--- config.mk ---
export PLATFORM = sky130hd
export DESIGN_NAME = puf_race_sequencer_flat
export DESIGN_NICKNAME = d
export VERILOG_FILES = /design/src/rtl/puf_pkg.sv /design/src/rtl/puf_race_sequencer_if.sv /design/src/rtl/puf_sync2.sv /design/src/rtl/puf_race_sequencer.sv /design/src/flat_wrapper.sv
export SDC_FILE = /design/constraint.sdc
export NUM_CORES = 1
export LEC_CHECK = 0
export BUFFER_PORTS_ARGS = -buffer_cell sky130_fd_sc_hd__buf_2
export CAP_MARGIN = 5
export CORE_UTILIZATION = 45
export DETAILED_ROUTE_END_ITERATION = 10
export GPL_TIMING_DRIVEN = 0
export PLACE_DENSITY_LB_ADDON = 0.08
export SLEW_MARGIN = 5
export SYNTH_ARGS = -nofsm -noshare
export SYNTH_HDL_FRONTEND = slang
export SYNTH_SLANG_ARGS = --single-unit
--- constraint.sdc ---
create_clock -name clk -period 2.11 [get_ports clk]
set_input_delay 0.5275 -clock clk [delete_from_list [all_inputs] [get_ports clk]]
set_output_delay 0.5275 -clock clk [all_outputs]
set_load 0.01 [all_outputs]
--- src/rtl/puf_pkg.sv ---
`default_nettype none
// +---------------------------------------------------------------------------+
// | puf_pkg : shared states, default constants and LFSR step for the PUF       |
// |           race sequencer.                                                 |
// | Revision: 1.0                                                             |
// +---------------------------------------------------------------------------+
package puf_pkg;

  localparam int unsigned PUF_CHAL_W     = 32;
  localparam logic [31:0] PUF_LFSR_TAPS  = 32'h8020_0003;
  localparam int unsigned PUF_LFSR_MAX_W = 64;

  typedef enum logic [2:0] {
    IDLE = 3'd0,
    ARM  = 3'd1,
    RUN  = 3'd2,
    STEP = 3'd3,
    DONE = 3'd4
  } puf_state_e;

  // Right-shifting Galois step; callers zero-extend state and mask to 64 bits.
  function automatic logic [PUF_LFSR_MAX_W-1:0] lfsr_next(
    input logic [PUF_LFSR_MAX_W-1:0] s,
    input logic [PUF_LFSR_MAX_W-1:0] taps
  );
    lfsr_next = (s >> 1) ^ (s[0] ? taps : '0);
  endfunction

endpackage
`default_nettype wire

--- src/rtl/puf_race_sequencer_if.sv ---
`default_nettype none
// +---------------------------------------------------------------------------+
// | puf_race_sequencer_if : host request/response and race datapath signals.  |
// | Revision: 1.0                                                             |
// +---------------------------------------------------------------------------+
interface puf_race_sequencer_if
  import puf_pkg::*;
#(
  parameter int unsigned CHAL_W = PUF_CHAL_W,
  parameter int unsigned RESP_W = 8
);
  logic              start;
  logic [CHAL_W-1:0] challenge_in;
  logic              busy;
  logic              resp_valid;
  logic [RESP_W-1:0] response;
  logic              timeout_err;
  logic [CHAL_W-1:0] race_chal;
  logic              race_reset;
  logic              race_go;
  logic              race_done;
  logic              race_out;

  // master: host plus race arbiter side; slave: the sequencer.
  modport master (
    output start, challenge_in, race_done, race_out,
    input  busy, resp_valid, response, timeout_err, race_chal, race_reset, race_go
  );

  modport slave (
    input  start, challenge_in, race_done, race_out,
    output busy, resp_valid, response, timeout_err, race_chal, race_reset, race_go
  );
endinterface
`default_nettype wire

--- src/rtl/puf_sync2.sv ---
`default_nettype none
// +---------------------------------------------------------------------------+
// | puf_sync2 : two-flop synchronizer for one asynchronous level.             |
// | Revision: 1.0                                                             |
// +---------------------------------------------------------------------------+
module puf_sync2 (
  input  logic clk,
  input  logic reset,
  input  logic d_i,
  output logic q_o
);
  logic [1:0] sync_q;

  always_ff @(posedge clk) begin
    if (reset) begin
      sync_q <= 2'b00;
    end else begin
      sync_q <= {sync_q[0], d_i};
    end
  end

  assign q_o = sync_q[1];
endmodule
`default_nettype wire

--- src/rtl/puf_race_sequencer.sv ---
`default_nettype none
// +---------------------------------------------------------------------------+
// | puf_race_sequencer : arbiter-PUF challenge/response controller. Define    |
// | PUF_MAJ_VOTE_EN to majority-vote VOTES evaluations per response bit.      |
// | Revision: 1.0                                                             |
// +---------------------------------------------------------------------------+
module puf_race_sequencer
  import puf_pkg::*;
#(
  parameter int unsigned       CHAL_W      = PUF_CHAL_W,
  parameter int unsigned       RESP_W      = 8,
  parameter logic [CHAL_W-1:0] LFSR_TAPS   = CHAL_W'(PUF_LFSR_TAPS),
  parameter int unsigned       SETTLE_CYC  = 4,
  parameter int unsigned       TIMEOUT_CYC = 1024,
  parameter int unsigned       VOTES       = 3
) (
  input logic                  clk,
  input logic                  reset,
  puf_race_sequencer_if.slave  bus
);

  localparam int unsigned IDX_W = (RESP_W > 1) ? $clog2(RESP_W) : 1;
  localparam int unsigned SET_W = $clog2(SETTLE_CYC);
  localparam int unsigned TMO_W = (TIMEOUT_CYC > 1) ? $clog2(TIMEOUT_CYC) : 1;

  localparam logic [IDX_W-1:0] LAST_IDX = IDX_W'(RESP_W - 1);
  localparam logic [SET_W-1:0] LAST_SET = SET_W'(SETTLE_CYC - 1);
  localparam logic [TMO_W-1:0] LAST_TMO = TMO_W'(TIMEOUT_CYC - 1);

  if (RESP_W == 0) begin : g_chk_resp_w
    $error("RESP_W must be at least 1");
  end
  if (SETTLE_CYC < 3) begin : g_chk_settle
    $error("SETTLE_CYC must be at least 3 so the synchronizers flush during ARM");
  end
  if ((VOTES % 2) == 0) begin : g_chk_votes
    $error("VOTES must be odd");
  end

  puf_state_e        state_q;
  logic [CHAL_W-1:0] lfsr_q;
  logic [CHAL_W-1:0] lfsr_d;
  logic [CHAL_W-1:0] race_chal_q;
  logic [IDX_W-1:0]  idx_q;
  logic [SET_W-1:0]  settle_q;
  logic [TMO_W-1:0]  tmo_q;
  logic [RESP_W-1:0] response_q;
  logic              busy_q;
  logic              resp_valid_q;
  logic              timeout_err_q;
  logic              race_reset_q;
  logic              race_go_q;

  logic              done_sync;
  logic              out_sync;
  logic [CHAL_W-1:0] seed;
  logic              race_bit;
  logic              tmo_hit;
  logic              run_end;
  logic              last_vote;
  logic              bit_val;

  puf_sync2 u_sync_done (.clk(clk), .reset(reset), .d_i(bus.race_done), .q_o(done_sync));
  puf_sync2 u_sync_out  (.clk(clk), .reset(reset), .d_i(bus.race_out),  .q_o(out_sync));

  // An all-zero seed would lock the LFSR, so it is replaced by all-ones.
  assign seed     = (bus.challenge_in == '0) ? '1 : bus.challenge_in;
  assign lfsr_d   = CHAL_W'(lfsr_next(PUF_LFSR_MAX_W'(lfsr_q), PUF_LFSR_MAX_W'(LFSR_TAPS)));
  assign race_bit = done_sync & out_sync;
  assign tmo_hit  = (tmo_q == LAST_TMO);
  assign run_end  = done_sync | tmo_hit;

`ifdef PUF_MAJ_VOTE_EN
  localparam int unsigned VOTE_W = $clog2(VOTES + 1);

  logic [VOTE_W-1:0] vote_q;
  logic [VOTE_W-1:0] ones_q;
  logic [VOTE_W-1:0] ones_d;

  assign ones_d    = ones_q + VOTE_W'(race_bit);
  assign last_vote = (vote_q == VOTE_W'(VOTES - 1));
  assign bit_val   = (ones_d > VOTE_W'(VOTES / 2));
`else
  assign last_vote = 1'b1;
  assign bit_val   = race_bit;
`endif

  always_ff @(posedge clk) begin
    if (reset) begin
      state_q       <= IDLE;
      lfsr_q        <= '0;
      race_chal_q   <= '0;
      idx_q         <= '0;
      settle_q      <= '0;
      tmo_q         <= '0;
      response_q    <= '0;
      busy_q        <= 1'b0;
      resp_valid_q  <= 1'b0;
      timeout_err_q <= 1'b0;
      race_reset_q  <= 1'b1;
      race_go_q     <= 1'b0;
`ifdef PUF_MAJ_VOTE_EN
      vote_q        <= '0;
      ones_q        <= '0;
`endif
    end else begin
      resp_valid_q <= 1'b0;
      unique case (state_q)
        IDLE: begin
          race_reset_q <= 1'b1;
          race_go_q    <= 1'b0;
          if (bus.start) begin
            lfsr_q        <= seed;
            race_chal_q   <= seed;
            idx_q         <= '0;
            settle_q      <= '0;
            response_q    <= '0;
            timeout_err_q <= 1'b0;
            busy_q        <= 1'b1;
            state_q       <= ARM;
`ifdef PUF_MAJ_VOTE_EN
            vote_q        <= '0;
            ones_q        <= '0;
`endif
          end
        end

        ARM: begin
          if (settle_q == LAST_SET) begin
            settle_q     <= '0;
            tmo_q        <= '0;
            race_reset_q <= 1'b0;
            race_go_q    <= 1'b1;
            state_q      <= RUN;
          end else begin
            settle_q <= settle_q + 1'b1;
          end
        end

        RUN: begin
          // A done seen on the final timeout cycle still counts as a result.
          if (run_end) begin
            race_reset_q <= 1'b1;
            race_go_q    <= 1'b0;
            if (!done_sync) begin
              timeout_err_q <= 1'b1;
            end
            if (last_vote) begin
              response_q <= response_q | (RESP_W'(bit_val) << idx_q);
              state_q    <= STEP;
            end else begin
              state_q    <= ARM;
            end
`ifdef PUF_MAJ_VOTE_EN
            vote_q <= last_vote ? '0 : vote_q + 1'b1;
            ones_q <= last_vote ? '0 : ones_d;
`endif
          end else begin
            tmo_q <= tmo_q + 1'b1;
          end
        end

        STEP: begin
          lfsr_q      <= lfsr_d;
          race_chal_q <= lfsr_d;
          if (idx_q == LAST_IDX) begin
            resp_valid_q <= 1'b1;
            state_q      <= DONE;
          end else begin
            idx_q   <= idx_q + 1'b1;
            state_q <= ARM;
          end
        end

        DONE: begin
          busy_q  <= 1'b0;
          state_q <= IDLE;
        end

        default: state_q <= IDLE;
      endcase
    end
  end

  assign bus.busy        = busy_q;
  assign bus.resp_valid  = resp_valid_q;
  assign bus.response    = response_q;
  assign bus.timeout_err = timeout_err_q;
  assign bus.race_chal   = race_chal_q;
  assign bus.race_reset  = race_reset_q;
  assign bus.race_go     = race_go_q;

endmodule
`default_nettype wire

--- src/flat_wrapper.sv ---
// flat-port wrapper written by rule: the top's interface ports become plain ports
module puf_race_sequencer_flat import puf_pkg::*;
#(
  parameter int unsigned       CHAL_W      = PUF_CHAL_W,
  parameter int unsigned       RESP_W      = 8,
  parameter logic [CHAL_W-1:0] LFSR_TAPS   = CHAL_W'(PUF_LFSR_TAPS),
  parameter int unsigned       SETTLE_CYC  = 4,
  parameter int unsigned       TIMEOUT_CYC = 1024,
  parameter int unsigned       VOTES       = 3
)
  (clk, reset, bus_start, bus_challenge_in, bus_race_done, bus_race_out, bus_busy, bus_resp_valid, bus_response, bus_timeout_err, bus_race_chal, bus_race_reset, bus_race_go);
  puf_race_sequencer_if #(.CHAL_W(CHAL_W), .RESP_W(RESP_W)) bus_i ();
  input logic clk;
  input logic reset;
  input wire logic [$bits(bus_i.start)-1:0] bus_start;
  input wire logic [$bits(bus_i.challenge_in)-1:0] bus_challenge_in;
  input wire logic [$bits(bus_i.race_done)-1:0] bus_race_done;
  input wire logic [$bits(bus_i.race_out)-1:0] bus_race_out;
  output wire logic [$bits(bus_i.busy)-1:0] bus_busy;
  output wire logic [$bits(bus_i.resp_valid)-1:0] bus_resp_valid;
  output wire logic [$bits(bus_i.response)-1:0] bus_response;
  output wire logic [$bits(bus_i.timeout_err)-1:0] bus_timeout_err;
  output wire logic [$bits(bus_i.race_chal)-1:0] bus_race_chal;
  output wire logic [$bits(bus_i.race_reset)-1:0] bus_race_reset;
  output wire logic [$bits(bus_i.race_go)-1:0] bus_race_go;
  assign bus_i.start = bus_start;
  assign bus_i.challenge_in = bus_challenge_in;
  assign bus_i.race_done = bus_race_done;
  assign bus_i.race_out = bus_race_out;
  assign bus_busy = bus_i.busy;
  assign bus_resp_valid = bus_i.resp_valid;
  assign bus_response = bus_i.response;
  assign bus_timeout_err = bus_i.timeout_err;
  assign bus_race_chal = bus_i.race_chal;
  assign bus_race_reset = bus_i.race_reset;
  assign bus_race_go = bus_i.race_go;
  puf_race_sequencer #(.CHAL_W(CHAL_W), .RESP_W(RESP_W), .LFSR_TAPS(LFSR_TAPS), .SETTLE_CYC(SETTLE_CYC), .TIMEOUT_CYC(TIMEOUT_CYC), .VOTES(VOTES)) u_core (.clk(clk), .reset(reset), .bus(bus_i));
endmodule
# Word-level counts from Yosys, hierarchy flattened
# Index checks and enable logic that the tools add are counted.
dict set report word_totals {
  input_bits 37
  regBits 67
  output_inout_bits 45
  word_cells 87
}
dict set report op_classes {
  reduce_logical 18
  shifts 1
  n_bitwise 5
  n_eq_ne 13
  add_sub_neg 3
  muxes 34
}
# cell count
set op_table {}
lappend op_table {{two-way mux 32 bit} 3}
lappend op_table {{one-hot mux 32 bit (2 select lines)} 1}
lappend op_table {{zero test 32 bit} 1}
lappend op_table {{XOR 31 x 32 -> 32 bit} 1}
lappend op_table {{two-way mux 10 bit} 2}
lappend op_table {{one-hot mux 10 bit (2 select lines)} 1}
lappend op_table {{two-way mux 3 bit} 6}
lappend op_table {{two-way mux 8 bit} 2}
lappend op_table {{one-hot mux 8 bit (2 select lines)} 1}
lappend op_table {{AND reduction 3 bit} 5}
lappend op_table {{one-hot mux 3 bit (4 select lines)} 1}
lappend op_table {{adder 10 x 1 -> 10 bit, second input constant} 1}
lappend op_table {{== test 10 bit, second input constant} 1}
lappend op_table {{nonzero test 2 bit} 5}
lappend op_table {{two-way mux 1 bit} 9}
lappend op_table {{!= test 2 bit, second input constant} 4}
lappend op_table {{OR 8 bit} 1}
lappend op_table {{left shift 1 x 3 -> 8 bit} 1}
lappend op_table {{== test 3 x 2 -> 1 bit, second input constant} 2}
lappend op_table {{== test 3 bit, second input constant} 2}
lappend op_table {{one-hot mux 1 bit (3 select lines)} 2}
lappend op_table {{one-hot mux 3 bit (2 select lines)} 1}
lappend op_table {{AND reduction 2 bit} 3}
lappend op_table {{two-way mux 2 bit} 2}
lappend op_table {{other kinds (14)} 16}

# Logic depth before layout (Yosys ltp)
dict set report logic_depth {
  depth_word 5
  depth_mapped 6
  depth_no_buf 6
}

# Cells and area by module
# Synthesis repeated with hierarchy kept, for this count alone.
dict set report hier_totals {
  cells_unflattened 338
  hier_area_um2 2986.6
}
# mod seq_area_each_um2 area_each_um2 cells_per_inst instances
set modules_own_cells {}
lappend modules_own_cells {puf_race_sequencer 1261.2 2881.5 330 1}
lappend modules_own_cells {puf_sync2 40.0 52.6 4 2}

# Worst setup path after synthesis
# No wires, ideal clock.
dict set report synth_timing {
  path_kind {register to register}
  startpoint {register u_core.state_q[0]}
  endpoint {register u_core.tmo_q[7]}
  stages_incl_launch_ff 7
  setup_time_ns 0.086
  required_ns 2.024
  t_arrival_ns 1.816
  period_less_slack_ns 1.903
  path_slack_ns 0.207
  path_cell_list {dfxtp_1 -> buf_6 -> or3b_1 -> a21o_1 -> buf_6 -> or4_1 -> a221oi_2}
}
dict set report synth_via {
  elab_chain_len 3
  word_cells_on_any_way 7
  cone_classes {eq/ne: 4; mux: 1; reduce/logical: 2}
}
# element line
set synth_rtl {}
lappend synth_rtl {{start: declaration} puf_race_sequencer.sv:40} ;# puf_state_e state_q;
lappend synth_rtl {{start signal: assignment} puf_race_sequencer.sv:90} ;# state_q <= IDLE;
lappend synth_rtl {{start signal: assignment} puf_race_sequencer.sv:120} ;# state_q <= ARM;
lappend synth_rtl {{start signal: assignment} puf_race_sequencer.sv:134} ;# state_q <= RUN;
lappend synth_rtl {{== test 3 x 2 -> 1 bit / == test 3 x 1 -> 1 bit (equally long branches)} puf_race_sequencer.sv:108} ;# unique case (state_q)
lappend synth_rtl {{!= test 2 bit (no source line), or another cell as far along} -}
lappend synth_rtl {{AND reduction 3 bit (no source line)} -}
lappend synth_rtl {{end signal: assignment} puf_race_sequencer.sv:159} ;# tmo_q <= tmo_q + 1'b1;
lappend synth_rtl {{end: declaration} puf_race_sequencer.sv:46} ;# logic [TMO_W-1:0] tmo_q;
# Several ways; a longest one is shown, not always the timed one.
# A chain may end at the register's enable or synchronous reset.

# Worst setup path after layout
dict set report layout_timing {
  startpoint {register u_core.state_q[0]}
  endpoint {register u_core.tmo_q[3]}
}
# The elaborated chain is that of the path after synthesis.

==> reports/results.ini <==
[status]
status = complete, but fails checks
violations = DRC

[power_and_ir_drop]
p_clk_share_pct = 43.0
p_switching_uw = 736.9
finalPower_uw = 3006
power_frac_comb_pct = 11.1
p_sw_share_pct = 24.51
powerDensity_nw_per_um2 = 797.7
p_seq_share_pct = 46.0
ir_worst_vdd_v = 0.0004984
internal_power_uw = 2269
p_leak_uw = 0.001649

[cts]
numCtsBuffers = 9
cts_root_buffer = clkbuf_8
clock_sinks = 67
postCtsSetupBuffers = 0
clk_latency_ps = 350
htree_levels = 3
clkTransAtPathRegs_ps = 80
cts_buffer_depth = 2
cts_tree = yes

[placed_design]
dp_slack_ps = -169.2
portBuffers = 81
numPlacedInstances = 497
gp_congestion = 0.7888
place_hpwl_mm = 5.564

[setup_path]
worstPathCellList = buf_6, or3b_2, buf_2, nor4_4, nor2_1, a311oi_1
critPathLaunchType = flip-flop
required_ps = 2380
critPathKind = reg2reg
arrival_ps = 2280
worst_r2r_path_depth = 6
rrSetupSlack_ps = 100
end_kind = flip-flop
r2r-start = u_core.state_q[0]
crit_slowest_cell = nor4_4
timing.rr.end = u_core.tmo_q[3]
slowest_delay_ps = 520
worstPathMaxFanout = 10

[final_layout]
seq_area_um2 = 1343
final_layout_size_suffix_gt1_share_pct = 33.03
post-route-util_pct = 58.68
final_cell_mix = buf_2, nor2_1, dfxtp_1
fill_cells = 636
multi_input_comb_area_um2 = 1541
fin_cells = 513
antenna_cells = 0
nNetsFinal = 472
syn_to_final_growth_pct = 25.13
final_common_cell = buf_2

[global_routing]
grt.total_usage_pct = 22.98
grt_pass1_vias = 2731
grt_max_degree = 13
grt_pass1_wl_mm = 13.12
antenna_found_initial = 0
grt_overflow_total = 0

[detailed_routing]
vias_per_cell = 5.764
firstDrtPassIters = 7
ant_nets = 0
drtIter0Drc = 145
drt_wl_total_mm = 7.727
wire_per_inst_um = 15.06
vias = 2957
drc_errors = 2

[synthesis]
ys_seq_area_share_pct = 44.54
synth-compound-area-share_pct = 24.51
synth_enable_flop_cells = 0
synth_top_family_by_area = compound AO/OA/AOI/OAI gates
syn_area_um2 = 3012
synth_cell_types = 53
yosys.area_share.simple_pct = 23.72
syn_inst = 339
ys_ff_latch = 67
yosys_warnings = 0
synthAdderAreaFrac_pct = 1.662
synth_xor_area_share_pct = 0.5816
async_reset_ff_share_pct = 0
syn_nets = 380
muxShareOfSynthArea_pct = 0.3324
syn_area_per_cell_um2 = 8.884
synth_top_area_share_pct = 44.54
netlist_top_cells_area = dfxtp_1, o221a_2, nor2_1
synthFlopType = dfxtp_1
yosysTopAreaCell = dfxtp_1

[timing]
clock_skew_ps = 6.115
worst_slew_pin_slew_ps = 534.7
setup_viol = 0
hold_slack_ps = 383.8
period_share_pct = 95.50
max_freq_mhz = 496.3
relSlewSlack_pct = 64.35
finalCriticalPeriod_ps = 2015
hold_violations = 0
setup_ws_ps = 95.03
finalMaxSlewViolations = 0

[worst_hold_path]
hp-class = in2reg
hold_end = u_core.u_sync_out.sync_q[0]
hold_depth = 2
min_from = bus_race_out

[floorplanning]
start_util_pct = 46.89
rows = 29
chipWidth_um = 83.81
core_um2 = 6422
die_h_um = 83.81
dieArea_um2 = 7023
ios = 82

[flow_run]
maxCapViolations = 0

routing by layer:
layer | share of wire, % | GRT usage [%] | vias up
li1 | - | - | 1456
met1 | 47 | 30.77 | 1415
met2 | 46 | 35.84 | 78
met3 | 4.9 | 7.221 | 8
met4 | 1.5 | 5.956 | 0
met5 | 0 | 0 | -
cells in the mapped netlist (5+ instances only):
| cell | instances |
|---|---|
| inv_1 | 9 |
| nor2_1 | 77 |
| nor4_1 | 10 |
| nand3_1 | 6 |
| o21ai_0 | 6 |
| nor2b_1 | 5 |
| nand2_1 | 11 |
| dfxtp_1 | 67 |
| nor3_1 | 12 |
| clkbuf_1 | 15 |
| o221a_2 | 31 |
| a21oi_1 | 19 |
registers in the layout (all words and copies together), names as in the netlist:
name,cells
u_core.bus.busy,1
u_core.bus.timeout_err,1
u_core.u_sync_out.sync_q,2
u_core.bus.resp_valid,1
u_core.bus.response,8
u_core.u_sync_done.sync_q,2
u_core.bus.race_reset,1
u_core.settle_q,2
u_core.lfsr_q,32
u_core.idx_q,3
u_core.bus.race_go,1
u_core.tmo_q,10
u_core.state_q,3
worst max-delay path: cells and delay by family (launching register included):
family,cells,cell delay [ps]
AOI/OAI and AO/OA,1,240
DFF,1,310
and+or+nand+nor,3,1050
buffers and inverters,2,330
power by group through the flow:
stage / logic, uW / registers (uW) / clock network, uW
4_1_cts: 335 / 1380 / 1320
2_1_floorplan: 165 / 1430 / 0
3_3_place_gp: 330 / 1410 / 0
5_1_grt: 366 / 1390 / 1380
3_5_place_dp: 334 / 1410 / 0
6_report: 333 / 1380 / 1290
per-stage QoR:
stage	cell area, um^2	setup TNS, ps
2_1_floorplan	3012	0
3_3_place_gp	3513	-4586
3_5_place_dp	3513	-4546
4_1_cts	3760	0
5_1_grt	3769	-19.17
6_report	3769	0
final cells by class:
cell class / instances / area share, %
timing repair buffer: 81 / 10.76
clock buffer: 9 / 3.287
multi-input combinational: 240 / 40.90
inverter: 9 / 0.8964
buffer: 23 / 2.888
tap: 77 / 2.556
clock inverter: 7 / 3.088
sequential: 67 / 35.62
worst max-delay path by stage:
| stage | startpoint | end | slack (ps) | cells after the start |
|---|---|---|---|---|
| 6_report | u_core.state_q[0] | u_core.tmo_q[3] | 100 | 6 |
| 5_1_grt | u_core.state_q[2] | u_core.lfsr_q[19] | -4 | 5 |
| 4_1_cts | u_core.state_q[0] | u_core.tmo_q[3] | 90 | 6 |
| 3_5_place_dp | bus_challenge_in[24] | u_core.lfsr_q[27] | -170 | 6 |
| 3_3_place_gp | bus_challenge_in[24] | u_core.lfsr_q[27] | -190 | 6 |
| 2_1_floorplan | u_core.state_q[0] | u_core.tmo_q[7] | 210 | 6 |
repair_timing:
item                       4_1_cts  5_1_grt
hold buffers                     0        0
setup endpoints to repair       30        9
resized for setup                1        6
kinds of logic after synthesis:
| family | after synthesis |
|---|---|
| AND/OR/NAND/NOR | 146 |
| AO/OA/AOI/OAI | 87 |
| flip-flops | 67 |
| buffers and inverters | 32 |
| adder cells (fa/ha/maj) | 4 |
| XOR/XNOR | 2 |
| multiplexers | 1 |
No activity file was read; power rests on OpenSTA's default activity.
